`src/rtl/spi_pixel_writer.sv`:
```
// spi_pixel_writer: sends a 32-bit pixel-write command as four SPI bytes,
// MSB first, with chip select framed per byte and a recovery gap per frame.
module spi_pixel_writer #(
  parameter int CLK_DIV   = 1,   // Sclk half-period in clock cycles (1..255)
  parameter int BYTE_GAP  = 2,   // CSel-high cycles between bytes (1..255)
  parameter int FRAME_GAP = 16   // idle cycles after the last byte (1..255)
) (
  input  logic        MainClkSrc,
  input  logic        ResetN,
  input  logic        CmdValid,
  input  logic [31:0] CmdData,
  output logic        CmdReady,
  output logic        Sclk,
  output logic        Mosi,
  output logic        CSel,
  output logic        Busy,
  output logic        Done
);

  // Divider reload values: a phase ends when the divider reaches zero.
  localparam logic [7:0] DIV_LOAD   = 8'(CLK_DIV - 1);
  localparam logic [7:0] BYTE_LOAD  = 8'(BYTE_GAP - 1);
  localparam logic [7:0] FRAME_LOAD = 8'(FRAME_GAP - 1);

  typedef enum logic [2:0] {
    ST_IDLE,
    ST_BIT_LO,
    ST_BIT_HI,
    ST_BYTE_GAP,
    ST_FRAME_GAP
  } stateT;

  stateT       state, nextState;
  logic [31:0] shiftReg, nextShift;
  logic [2:0]  bitCnt, nextBitCnt;
  logic [1:0]  byteCnt, nextByteCnt;
  logic [7:0]  divCnt, nextDivCnt;
  logic        nextSclk, nextMosi, nextCSel, nextDone;
  logic        phaseEnd, inBit;

  assign phaseEnd = (divCnt == 8'd0);
  assign CmdReady = (state == ST_IDLE);
  assign Busy     = (state != ST_IDLE);

  // State register.
  // NOTE: sequential state uses non-blocking assignments so every register
  // samples the pre-edge values of the others.
  always_ff @(posedge MainClkSrc or negedge ResetN) begin
    if (!ResetN) state <= ST_IDLE;
    else         state <= nextState;
  end

  // Next-state logic: each phase lasts until the divider expires.
  // NOTE: every combinational output gets a default first so no latch is inferred.
  always_comb begin
    nextState = state;
    case (state)
      ST_IDLE:      if (CmdValid) nextState = ST_BIT_LO;
      ST_BIT_LO:    if (phaseEnd) nextState = ST_BIT_HI;
      ST_BIT_HI:
        if (phaseEnd) begin
          if (bitCnt != 3'd7)       nextState = ST_BIT_LO;
          else if (byteCnt != 2'd3) nextState = ST_BYTE_GAP;
          else                      nextState = ST_FRAME_GAP;
        end
      ST_BYTE_GAP:  if (phaseEnd) nextState = ST_BIT_LO;
      ST_FRAME_GAP: if (phaseEnd) nextState = ST_IDLE;
      default:      nextState = ST_IDLE;
    endcase
  end

  // Datapath next values: load on handshake, shift after each Sclk high
  // phase, count bytes across gaps, reload the divider on phase change.
  always_comb begin
    nextShift   = shiftReg;
    nextBitCnt  = bitCnt;
    nextByteCnt = byteCnt;
    nextDivCnt  = divCnt;
    if (state == ST_IDLE && CmdValid) begin
      nextShift   = CmdData;
      nextBitCnt  = 3'd0;
      nextByteCnt = 2'd0;
    end
    if (state == ST_BIT_HI && phaseEnd) begin
      nextShift  = {shiftReg[30:0], 1'b0};
      nextBitCnt = bitCnt + 3'd1;
    end
    if (state == ST_BYTE_GAP && phaseEnd) nextByteCnt = byteCnt + 2'd1;
    if (nextState != state) begin
      case (nextState)
        ST_BIT_LO, ST_BIT_HI: nextDivCnt = DIV_LOAD;
        ST_BYTE_GAP:          nextDivCnt = BYTE_LOAD;
        ST_FRAME_GAP:         nextDivCnt = FRAME_LOAD;
        default:              nextDivCnt = 8'd0;
      endcase
    end else if (!phaseEnd) begin
      nextDivCnt = divCnt - 8'd1;
    end
  end

  // Output decode from the upcoming state so the pins come straight off flops.
  always_comb begin
    inBit    = (nextState == ST_BIT_LO) || (nextState == ST_BIT_HI);
    nextCSel = !inBit;
    nextSclk = (nextState != ST_BIT_LO);
    nextMosi = inBit && nextShift[31];
    nextDone = (state == ST_BIT_HI) && (nextState == ST_FRAME_GAP);
  end

  // Datapath and output registers; reset drops CSel and aborts any frame.
  // NOTE: the shift register is reset too, so a restarted block never
  // carries bits from an aborted frame.
  always_ff @(posedge MainClkSrc or negedge ResetN) begin
    if (!ResetN) begin
      shiftReg <= '0;
      bitCnt   <= '0;
      byteCnt  <= '0;
      divCnt   <= '0;
      Sclk     <= 1'b1;
      Mosi     <= 1'b0;
      CSel     <= 1'b1;
      Done     <= 1'b0;
    end else begin
      shiftReg <= nextShift;
      bitCnt   <= nextBitCnt;
      byteCnt  <= nextByteCnt;
      divCnt   <= nextDivCnt;
      Sclk     <= nextSclk;
      Mosi     <= nextMosi;
      CSel     <= nextCSel;
      Done     <= nextDone;
    end
  end

endmodule

```
`config.mk`:
```
export PLATFORM = sky130hd
export DESIGN_NAME = spi_pixel_writer
export DESIGN_NICKNAME = d
export VERILOG_FILES = /design/src/rtl/spi_pixel_writer.sv
export SDC_FILE = /design/constraint.sdc
export NUM_CORES = 1
export LEC_CHECK = 0
export ABC_AREA = 1
export CAP_MARGIN = 20
export CELL_PAD_IN_SITES_DETAIL_PLACEMENT = 1
export CELL_PAD_IN_SITES_GLOBAL_PLACEMENT = 1
export CORE_MARGIN = 2
export CORE_UTILIZATION = 45
export CTS_BUF_LIST = sky130_fd_sc_hd__clkbuf_4
export DETAILED_ROUTE_END_ITERATION = 10
export DONT_BUFFER_PORTS = 1
export PLACE_DENSITY_LB_ADDON = 0.1
export SETUP_SLACK_MARGIN = 0.5
export SYNTH_ARGS = -nofsm -noshare
export SYNTH_HDL_FRONTEND = slang
export SYNTH_SLANG_ARGS = --single-unit
export TNS_END_PERCENT = 30
```
`constraint.sdc`:
```
create_clock -name MainClkSrc -period 2.4 [get_ports MainClkSrc]
set_clock_uncertainty 0.2 [all_clocks]
set_input_delay 0.48 -clock MainClkSrc [delete_from_list [all_inputs] [get_ports MainClkSrc]]
set_output_delay 0.48 -clock MainClkSrc [all_outputs]
set_load 0.01 [all_outputs]
```
=== Yosys cells after proc, flatten, opt, wreduce, memory -nomap -nowiden ===
Index checks and enable logic that the tools add are counted.

* Memories: 0
* Logic and storage cells: 55
* Output and inout bits: 6
* Bits in read-only memories: 0
* Bits of input ports: 35
* Bits in latches: 0
* Register bits: 52
* RAM bits: 0

* Bitwise gates (word level): 0
* Equal/unequal tests: 13
* Reductions and logical operators: 12
* Multiplexer cells: 17
* $mul: 0
* Divide/modulo/power cells: 0
* Shifts and indexed selects: 0
* Magnitude comparators: 0
* Add/subtract/negate cells: 3

{| class="wikitable"
|+ Operator list
! kind !! count
|-
| 32-bit two-way mux || 2
|-
| 3-bit two-way mux || 9
|-
| 8-bit two-way mux || 2
|-
| 3-bit one-hot mux with 5 select lines || 1
|-
| 3-bit by 2-bit equality test with 1-bit output, second input constant || 4
|-
| 8-bit zero test || 1
|-
| 4-bit one-hot mux with 2 select lines || 1
|-
| 8-bit by 1-bit subtractor with 8-bit output, second input constant || 1
|-
| 3-bit by 1-bit equality test with 1-bit output, second input constant || 2
|-
| 3-bit equality test, second input constant || 2
|-
| 1-bit logical AND || 5
|-
| 2-bit two-way mux || 2
|-
| 2-bit nonzero test || 2
|-
| 3-bit by 1-bit adder with 3-bit output, second input constant || 1
|-
| 3-bit zero test || 1
|-
| 3-bit by 1-bit != test with 1-bit output, second input constant || 1
|-
| 3-bit != test || 1
|-
| 3-bit != test, second input constant || 1
|-
| 3-bit nonzero test || 1
|-
| 2-bit by 1-bit adder with 2-bit output, second input constant || 1
|-
| 2-bit by 1-bit != test with 1-bit output, second input constant || 1
|-
| 2-bit != test, second input constant || 1
|-
| 1-bit zero test || 1
|-
| 1-bit logical OR || 1
|}

=== Longest topological paths before layout ===
Gate-level depths: netlist of run 1.

* Depth after elaboration: 8
* Depth in mapped cells: 12

=== Least setup slack after synthesis of run 1 ===
No wires, ideal clock.

* Path kind: register to register
* Start: register divCnt[0]
* End: register shiftReg[0]
* Setup slack: 552 ps
* Setup time: 121 ps
* Period minus slack after synthesis: 1,848 ps
* Stages on the path, launching flop included: 11
* Data required time: 2,079 ps
* Arrival time: 1,527 ps
* Buffers on the path: 1
* Path through: dfrtp_1 inv_1 ha_1 nand2_1 nor2_4 nand2_1 nand2_1 inv_2 buf_6 a22oi_1 inv_1

* Longest elaborated chain between the ends: 3
* Elaborated cells on any way between the ends: 4
* Those cells by class: 1 x mux; 3 x reduce/logical

{| class="wikitable"
|+ RTL lines
! item !! RTL line !! RTL
|-
| from (decl) || 37 || <nowiki>logic [7:0] divCnt, nextDivCnt;</nowiki>
|-
| from (signal assigned) || 127 || <nowiki>divCnt <= nextDivCnt;</nowiki>
|-
| 8-bit zero test (*) || 41 || <nowiki>assign phaseEnd = (divCnt == 8'd0);</nowiki>
|-
| 1-bit logical AND (*) || 84 || <nowiki>if (state == ST_BIT_HI && phaseEnd) begin</nowiki>
|-
| 32-bit two-way mux or 2-bit nonzero test (tied branches) || n/a ||
|-
| to (signal assigned) || 124 || <nowiki>shiftReg <= nextShift;</nowiki>
|-
| to (decl) || 34 || <nowiki>logic [31:0] shiftReg, nextShift;</nowiki>
|}

Every way passes the cells marked *; elsewhere a longest branch is shown, timed or not.
A chain may end at the register's enable or synchronous reset.

=== Final worst setup path of run 1 ===
* Start: register divCnt[3]
* End: register divCnt[4]

* Longest elaborated chain between the ends: 5
* Elaborated cells on any way between the ends: 11
* Those cells by class: 1 x add/sub; 2 x eq/ne; 7 x mux; 1 x reduce/logical

{| class="wikitable"
|+ RTL lines
! item !! RTL line !! RTL
|-
| 8-bit zero test || 41 ||
|-
| 3-bit two-way mux (on tied branches) || n/a ||
|-
| 3-bit one-hot mux with 5 select lines || 57 || <nowiki>case (state)</nowiki>
|-
| 3-bit != test || 89 || <nowiki>if (nextState != state) begin</nowiki>
|-
| 2-bit by 1-bit != test with 1-bit output (no line) or 8-bit two-way mux (tied branches) || n/a ||
|}

Several ways; a longest one is shown, not always the timed one. The select of a mux whose other input is x is not followed.

==> results of run 1 <==
[what timing repair did]
item,CTS,global route
endpoints found under the setup margin,50,50
endpoints found under the hold margin,52,0
gates cloned,0,0
buffers inserted,20,9
pin swaps,4,8
hold buffers,2,0
gates resized for setup,29,31
[through the flow]
step                hold slack [ns]  setup WS, ns   util  power, uW
detailed placement          -0.0141         0.282  0.470        893
floorplan                   -0.0156         0.552      -        893
finish                       0.0231         0.428  0.569       1300
global route                0.00453         0.348  0.569       1350
CTS                          0.0229         0.487  0.535       1310
global placement            -0.0140         0.369  0.470        893
[Yosys cell counts, drive strengths merged]
cell type | number | area share
a22o | 1 | 0.0035
or4 | 1 | 0.0030
o22ai | 1 | 0.0025
nand2 | 77 | 0.12
inv | 22 | 0.033
a22oi | 1 | 0.0030
nor2 | 19 | 0.035
nor4 | 1 | 0.0025
dfrtp | 50 | 0.50
ha | 4 | 0.020
nand3 | 68 | 0.14
xnor2 | 4 | 0.014
clkbuf | 3 | 0.0045
a31oi | 1 | 0.0025
o21ai | 9 | 0.018
a32o | 2 | 0.0080
a21oi | 4 | 0.0080
dfstp | 2 | 0.021
xor2 | 3 | 0.010
o211ai | 4 | 0.012
or2 | 1 | 0.0025
buf | 10 | 0.021
o31ai | 1 | 0.0030
nand4 | 1 | 0.0025
nor3 | 4 | 0.0080
[sequential cells by signal, summed over array words and instances (netlist names)]
name      cells
Done          1
shiftReg     32
bitCnt        3
Mosi          1
divCnt        8
byteCnt       2
Sclk          1
CSel          1
state         3
[final cells by class]
cell class / count / area, sq um
fillers: 649 / 2340
inverters: 22 / 90.1
well taps: 72 / 90.1
clock inverters: 3 / 17.5
clock buffers: 5 / 37.5
repair buffers: 35 / 334
flip-flops and latches: 52 / 1310
multi-input cells: 207 / 1220
[worst paths after layout]
path | start | to | slack, ns | cells after the start
worst max-delay path | divCnt[3]$_DFFE_PN0P_ | divCnt[4]$_DFFE_PN0P_ | 0.43 | 10
worst min-delay path | CmdData[5] | shiftReg[5]$_DFFE_PN0P_ | 0.02 | 2
worst max register to register | divCnt[3]$_DFFE_PN0P_ | divCnt[4]$_DFFE_PN0P_ | 0.43 | 10
worst min register to register | shiftReg[16]$_DFFE_PN0P_ | shiftReg[16]$_DFFE_PN0P_ | 0.30 | 2
max in group asynchronous | ResetN | CSel$_DFF_PN1_ | 1.30 | 2
min in group asynchronous | ResetN | Done$_DFF_PN0_ | 0.37 | 2
[routing by layer]
metal  up-vias  track usage
met5         -            0
met4         0       0.0614
met3        16       0.0460
met2        34        0.394
met1      1086        0.272
li1       1035            -
[power by group through the flow]
stage | combinational [uW] | sequential, uW | clock, uW
floorplan | 0.0210 | 893 | 0
global placement | 0.0210 | 893 | 0
detailed placement | 0.0210 | 893 | 0
CTS | 25.0 | 877 | 409
global route | 27.0 | 877 | 451
finish | 23.4 | 877 | 396
[kinds of logic (layout without fill, tap and decap cells)]
family | Yosys count | after routing | share of synthesized area
AO/OA/AOI/OAI | 24 | 24 | 0.0605
XOR/XNOR | 7 | 7 | 0.0245
adder cells (fa/ha/maj) | 4 | 4 | 0.0200
buffers and inverters | 35 | 65 | 0.0590
flip-flops | 52 | 52 | 0.521
AND/OR/NAND/NOR | 172 | 172 | 0.315
==> metrics.yaml, run 1 <==
status:
  status: "completed"
critical_path:
  cp-start-kind: "register"
  cp_slowest_stage_delay_ns: 0.43
  crit_path_cell_trace: "nor2_2, nand2_2, nor2_4, buf_12, inv_2, o21ai_2, nand2_2, nand3_4, buf_4, nor3_2"
  crit_arrival_ns: 2.06
  critPathSlowestCell: "dfrtp_1"
  path_max_fanout: 7
  cp_top_family: "simple AND/OR/NAND/NOR gates"
  crit_type: "reg -> reg"
  cp_num_buf_inv: 3
  crit_top_cell: "nand2_2"
  crit_required_ns: 2.49
  crit_path_end_kind: "register"
finish:
  diodes: 0
  layoutNonFillerInstCount: 396
  final_nets: 362
  drive_above_1_share: 0.290
  mostFrequentLayoutCell: "nand2_1"
  syn2layout_area_growth_pct: 23.7
  final_cell_mix: "nand2_1 (66), nand3_1 (62), dfrtp_1 (47), buf_4 (27), inv_1 (14)"
  design_area_sq_um: 3100
floorplan:
  fp.dieH_microns: 78.6
  die_area_sq_um: 6180
  initial_core_util: 0.460
  core_area_sq_um: 5440
  ios: 41
  rows: 27
  chipWidth_microns: 78.6
detailed_routing:
  wire_per_inst_microns: 18.1
  wl_met2_microns: 3850
  via_count: 2171
  routedLengthMet1_microns: 2970
  postRouteAntennaNets: 0
  viasPerCell: 5.48
  drt_iter0_drc: 114
  routed_wl_microns: 7170
  drtPass1Iterations: 5
  drc_errors: 0
  dr.max_layer_used: "met4"
  dr_wl_met3_microns: 187
sta:
  worst_pin_slew_ns: 0.326
  finalHoldViolCount: 0
  fin_crit_ns: 1.97
  finalSetupTns_ns: 0
  rsz0062_at_grt: "true"
  relSlewSlack: 0.780
  fin_crit_sh: 0.822
  maxSlewViolCount: 0
  setup_viol: 0
  fmax_mhz: 507
power_and_ir_drop:
  seqPwrFrac: 0.676
  comb_power_share: 0.018
  max-vdd-ir-drop_mv: 0.283
  power_density_nw_per_um2: 419
  p_int_uw: 996
  leakage_uw: 0.00149
  p_sw_frac: 0.231
  p_clk_frac: 0.306
  switchingPower_uw: 300
synthesis:
  ys_types: 34
  syn_avg_cell_area_sq_um: 8.52
  ys_warn_count: 0
  syn_area_sq_um: 2500
  synth.net_count: 333
  yosysSeqAreaShare: 0.521
  synth-seq-cells: 52
  synth_cells: 294
cts:
  path_clk_slew_ns: 0.16
  cts_tree: "yes"
  cts-root-buf: "clkbuf_4"
  clock_latency_ns: 0.38
  cts_made_buffers: 5
  numClockSinks: 52
  htree_num_levels: 2
  cts_max_path_buffers: 2
place:
  place_inst: 357
  dp_hpwl_microns: 3760
  io_buffers: 0
  place_area_sq_um: 2560
  routabilityCongestion: 0.802
global_routing:
  antenna_found_initial: 0
  grt_max_degree: 53
  gr-total-overflow: 0
  grt_pass1_vias: 2301
  grt_pass1_wl_microns: 10800
  grtUsageTotal: 0.222
worst_hold_path:
  hp-class: "in -> reg"
flow_run:
  drv_cap: 0
Note: power is estimated with default switching activity, not from simulation.
==> run 2, diff against run 1 <==
Clock period 2.4 ns to 1.85 ns, I/O delays scaled along.
==> metrics.yaml, run 2 (synthesis gave the netlist of run 1 again) <==
critical_path:
  crit_required_ns: 1.96  # -0.53 ns
  r2r_setup_slack_ns: -0.20  # -0.63 ns
  reg2reg_from: "bitCnt[1]$_DFFE_PN0P_"
  path_max_fanout: 3  # -4
  startpoint: "bitCnt[1]$_DFFE_PN0P_"
  crit_arrival_ns: 2.16  # +0.10 ns
  cp-start-kind: "register"
  crit_type: "reg -> reg"
  crit_path_end_kind: "register"
power_and_ir_drop:
  switchingPower_uw: 422  # +41%
  comb_power_share: 0.032  # +0.014
  leakage_uw: 0.00171  # +15%
  p_sw_frac: 0.239  # +0.00795
  p_int_uw: 1340  # +35%
  seqPwrFrac: 0.645  # -0.031
  max-vdd-ir-drop_mv: 0.398  # +41%
  power_density_nw_per_um2: 486  # +16%
  p_clk_frac: 0.323  # +0.017
finish:
  top_regs: "shiftReg x32, divCnt x8"
  design_area_sq_um: 3630  # +17%
  drive_above_1_share: 0.315  # +0.0252
  largest_reg_flops: 32  # unchanged
  final_cell_mix: "nand2_1 (63), nand3_1 (60), dfrtp_1 (49), dlygate4sd3_1 (31), buf_4 (31)"
  nFillCells: 611  # -5.9%
  diodes: 0  # unchanged
  final_nets: 409  # +13%
  top_register: "shiftReg"
  syn2layout_area_growth_pct: 44.9
  mostFrequentLayoutCell: "nand2_1"
  fin_util: 0.667  # +0.0975
global_routing:
  grt_pass1_vias: 2759  # +20%
  grt_max_degree: 53  # unchanged
  gr-total-overflow: 0  # unchanged
  grt_pass1_wl_microns: 14000  # +30%
  grtUsageTotal: 0.292  # +0.0703
  antenna_found_initial: 0  # unchanged
place:
  io_buffers: 0  # unchanged
  dp_hpwl_microns: 4210  # +12%
  place_area_sq_um: 2810  # +9.8%
  routabilityCongestion: 0.784  # -2.3%
cts:
  cts_tree: "yes"
  path_clk_slew_ns: 0.17  # about the same
  clock_latency_ns: 0.38  # about the same
  htree_num_levels: 2  # unchanged
  cts-root-buf: "clkbuf_4"
  postCtsHoldBufs: 31  # +29
  cts_made_buffers: 5  # unchanged
  cts_max_path_buffers: 2  # unchanged
  numClockSinks: 52  # unchanged
sta:
  worst_pin_slew_ns: 0.290  # -0.0365 ns
  finalHoldViolCount: 52  # +52
  holdWs_ns: -0.551  # -0.574 ns
  fin_crit_ns: 2.05  # +0.0777 ns
  relSlewSlack: 0.805  # +0.0247
  rsz0062_at_grt: "true"
  setup_viol: 36  # +36
  fin_crit_sh: 1.11  # +0.286
  layout_setup_ws_ns: -0.200  # -0.628 ns
  fmax_mhz: 488  # -3.8%
  maxSlewViolCount: 0  # unchanged
status:
  status: "finished with violations"
  failed_checks: "hold timing, setup timing"
detailed_routing:
  dr_wl_met3_microns: 414  # +120%
  dr.max_layer_used: "met4"
  via_count: 2541  # +17%
  drt_iter0_drc: 222  # +95%
  drtPass1Iterations: 5  # unchanged
  postRouteAntennaNets: 0  # unchanged
  wl_met2_microns: 5070  # +32%
  routedLengthMet1_microns: 3990  # +34%
  wire_per_inst_microns: 21.8  # +21%
  drc_errors: 0  # unchanged
  routed_wl_microns: 9670  # +35%
  viasPerCell: 5.74  # +4.6%
floorplan:
  die_area_sq_um: 6180  # unchanged
  rows: 27  # unchanged
  initial_core_util: 0.460  # unchanged
  chipWidth_microns: 78.6  # unchanged
  core_area_sq_um: 5440  # unchanged
  fp.dieH_microns: 78.6  # unchanged
  ios: 41  # unchanged
flow_run:
  drv_cap: 0  # unchanged
worst_hold_path:
  hp-class: "in -> async"
## run 2: cell count changes in the layout (fill, tap and decap cells not counted), sizes merged
cell	delta
clkbuf	+1
buf	+16
dlygate4sd3	+30
clkinvlp	+2
inv	-2
bufbuf	+1
clkinv	-1
## run 2: cell type report
class / count / area (sq um) / area share
clock buffer: 6 / 45.0 / 0.0124
timing repair buffer: 82 / 832 / 0.229
clock inverter: 2 / 11.3 / 0.00310
inverter: 22 / 91.3 / 0.0252
tap: 72 / 90.1 / 0.0248
multi-input combinational: 207 / 1250 / 0.345
sequential: 52 / 1310 / 0.360
## run 2: per-layer routing
layer,track usage,vias to the layer above
li1,-,1128
met1,0.362,1293
met2,0.521,100
met3,0.0529,20
met4,0.0789,0
met5,0,-
## run 2: worst max-delay path: stages, from the launching register on
cell and delay [ns]:
dfrtp_1 0.40, ha_2 0.17, ha_2 0.19, inv_1 0.08, nor2_2 0.11, nand2_1 0.09
nand2_2 0.10, nand2_2 0.08, inv_1 0.08, nor2_2 0.05, nor2_4 0.14, nand3_1 0.10
a21oi_1 0.18
## run 2: power by group through the flow
stage	sequential, uW	clock [uW]	combinational (uW)
2_1_floorplan	1160	0	0.0818
6_report	1140	570	56.6
5_1_grt	1140	590	59.9
3_3_place_gp	1160	0	0.0820
3_5_place_dp	1160	0	0.0820
4_1_cts	1140	536	52.5
## run 2: final timing paths
| kind | endpoint | cells after the start |
|---|---|---|
| setup / recovery | divCnt[2]$_DFFE_PN0P_ | 12 |
| hold / removal | state[1]$_DFF_PN0_ | 0 |
| setup reg to reg | divCnt[2]$_DFFE_PN0P_ | 12 |
| hold reg to reg | shiftReg[6]$_DFFE_PN0P_ | 2 |
| max in group asynchronous | CSel$_DFF_PN1_ | 0 |
| min in group MainClkSrc | shiftReg[31]$_DFF_PN0_ | 3 |
## run 2: what timing repair did
item / CTS / global route
endpoints found under the setup margin: 58 / 58
hold endpoints to repair: 83 / 52
pin swaps: 8 / 7
buffers inserted: 14 / 3
resized for setup: 35 / 32
gates cloned: 3 / 0
## run 2: metrics by stage
stage | total power [uW] | hold WS, ns | TNS, ns | cells | setup WS, ns
4_1_cts | 1730 | -0.539 | 0 | 440 | 0.0122
5_1_grt | 1790 | -0.570 | -5.85 | 443 | -0.276
2_1_floorplan | 1160 | -0.126 | 0 | 294 | 0.164
3_3_place_gp | 1160 | -0.124 | -0.0138 | 384 | -0.0138
6_report | 1760 | -0.551 | -2.56 | 443 | -0.200
3_5_place_dp | 1160 | -0.124 | -0.0630 | 384 | -0.0444
==> run 3, diff against run 2 <==
Settings changed: SKIP_CTS_REPAIR_TIMING set to 1.
==> metrics.yaml, run 3 (synthesis gave the netlist of run 1 again) <==
status:
  status: "finished with violations"
  failed_checks: "hold timing, setup timing"
detailed_routing:
  drt_iter0_drc: 168  # -24%
  wire_per_inst_microns: 19.5  # -11%
  routed_wl_microns: 8590  # -11%
  drtPass1Iterations: 4  # -1
  via_count: 2416  # -4.9%
  drc_errors: 0  # unchanged
  postRouteAntennaNets: 0  # unchanged
  viasPerCell: 5.48  # -4.5%
sta:
  holdWs_ns: -0.535  # +0.0156 ns
  layout_setup_ws_ns: -0.166  # +0.0341 ns
  worst_pin_slew_ns: 0.480  # +0.190 ns
  finalHoldViolCount: 52  # unchanged
  rsz0062_at_grt: "true"
  fmax_mhz: 496  # +1.7%
  relSlewSlack: 0.677  # -0.128
  fin_crit_ns: 2.02  # -0.0341 ns
  fin_crit_sh: 1.09  # -0.0184
  setup_viol: 12  # -67%
  maxSlewViolCount: 0  # unchanged
cts:
  cts-root-buf: "clkbuf_4"
  path_clk_slew_ns: 0.16  # about the same
  htree_num_levels: 2  # unchanged
  numClockSinks: 52  # unchanged
  cts_made_buffers: 5  # unchanged
  cts_tree: "yes"
  cts_max_path_buffers: 2  # unchanged
  clock_latency_ns: 0.37  # about the same
floorplan:
  die_area_sq_um: 6180  # unchanged
  chipWidth_microns: 78.6  # unchanged
  ios: 41  # unchanged
  core_area_sq_um: 5440  # unchanged
  fp.dieH_microns: 78.6  # unchanged
  initial_core_util: 0.460  # unchanged
  rows: 27  # unchanged
finish:
  syn2layout_area_growth_pct: 42.3
  largest_reg_flops: 32  # unchanged
  top_register: "shiftReg"
  diodes: 0  # unchanged
  nFillCells: 607  # -0.65%
  mostFrequentLayoutCell: "nand2_1"
  layout.area.seq_sq_um: 1310  # about the same
  design_area_sq_um: 3560  # -1.8%
  final_cell_mix: "nand2_1 (64), nand3_1 (62), dfrtp_1 (48), buf_4 (34), dlygate4sd3_1 (31)"
  final_nets: 407  # -0.49%
  multiInputGateArea_sq_um: 1240  # -1.1%
  drive_above_1_share: 0.306  # -0.00913
  top_regs: "shiftReg x32, divCnt x8"
critical_path:
  crit_required_ns: 1.91  # -0.05 ns
  cp-start-kind: "register"
  critPathSlowestCell: "dfrtp_1"
  crit_path_end_kind: "register"
  cp_top_family: "simple AND/OR/NAND/NOR gates"
  cp_num_buf_inv: 4  # +2
  crit_arrival_ns: 2.08  # -0.08 ns
  crit_type: "reg -> reg"
  path_max_fanout: 8  # +5
  cp_slowest_stage_delay_ns: 0.44  # +0.04 ns
  crit_path_cell_trace: "inv_2, ha_4, nand2_4, nor2_4, buf_12, inv_2, o21ai_1, nand2_2, buf_4, nand3_1, nand3_1"
worst_hold_path:
  hp-class: "in -> async"
global_routing:
  gr-total-overflow: 0  # unchanged
  antenna_found_initial: 0  # unchanged
  grtUsageMet2: 0.368  # -0.154
  grt_use_met1: 0.263  # -0.0983
  grtUsageTotal: 0.207  # -0.0853
  grt_pass1_wl_microns: 10200  # -27%
  grt_pass1_vias: 2235  # -19%
  grt_max_degree: 53  # unchanged
  grt-busiest-layer: "met2"
  grt_use_met3: 0.0402  # -0.0126
place:
  dp_worst_setup_slack_ns: -0.0444  # unchanged
  io_buffers: 0  # unchanged
  dp_hpwl_microns: 4210  # unchanged
  routabilityCongestion: 0.784  # unchanged
  place_area_sq_um: 2810  # unchanged
flow_run:
  drv_cap: 0  # unchanged
power_and_ir_drop:
  leakage_uw: 0.00169  # -1.3%
  power_density_nw_per_um2: 486  # -0.19%
  max-vdd-ir-drop_mv: 0.385  # -3.4%
run 3: path summary, 6_finish.rpt:
path | from | end | slack (ns) | depth (start not counted)
min in group MainClkSrc | CmdData[31] | shiftReg[31]$_DFF_PN0_ | 0.11 | 3
min reg2reg | shiftReg[17]$_DFFE_PN0P_ | shiftReg[17]$_DFFE_PN0P_ | 0.30 | 2
min | ResetN | Done$_DFF_PN0_ | -0.54 | 0
max in group asynchronous | ResetN | CSel$_DFF_PN1_ | 1.81 | 0
max reg2reg | divCnt[1]$_DFFE_PN0P_ | divCnt[0]$_DFFE_PN0P_ | -0.17 | 11
max | divCnt[1]$_DFFE_PN0P_ | divCnt[0]$_DFFE_PN0P_ | -0.17 | 11
run 3: power by group:
group          switching (uW)  total [uW]  internal, uW
logic                    12.7        56.4          43.7
registers                   0        1140          1140
clock network             376         536           161
run 3: stage by stage:
step	hold slack (ns)	utilization	cells	total power (uW)	TNS, ns
floorplan	-0.126	-	294	1160	0
global placement	-0.124	0.516	384	1160	-0.0138
detailed placement	-0.124	0.516	384	1160	-0.0630
CTS	-0.539	0.527	392	1670	-0.245
global route	-0.560	0.655	441	1770	-3.44
finish	-0.535	0.655	441	1730	-0.965
run 3: final cells by class:
cell class	count	area share
Tap cell	72	0.0253
Sequential cell	52	0.367
Timing Repair Buffer	80	0.220
Clock buffer	6	0.0126
Inverter	22	0.0249
Multi-Input combinational cell	207	0.348
Clock inverter	2	0.00316
run 3: metal layers:
layer  wire, microns  vias up
met5               0        -
met4             132        0
met3             243       19
met2            4610       62
met1            3600     1211
li1                -     1124
run 3: worst register-to-register path: cells and delay by family (launching register included):
family	cells	cell delay (ns)
adder cells (fa/ha/maj)	1	0.15
buffers and inverters	4	0.44
AND/OR/NAND/NOR	5	0.52
AO/OA/AOI/OAI	1	0.18
flip-flops	1	0.44
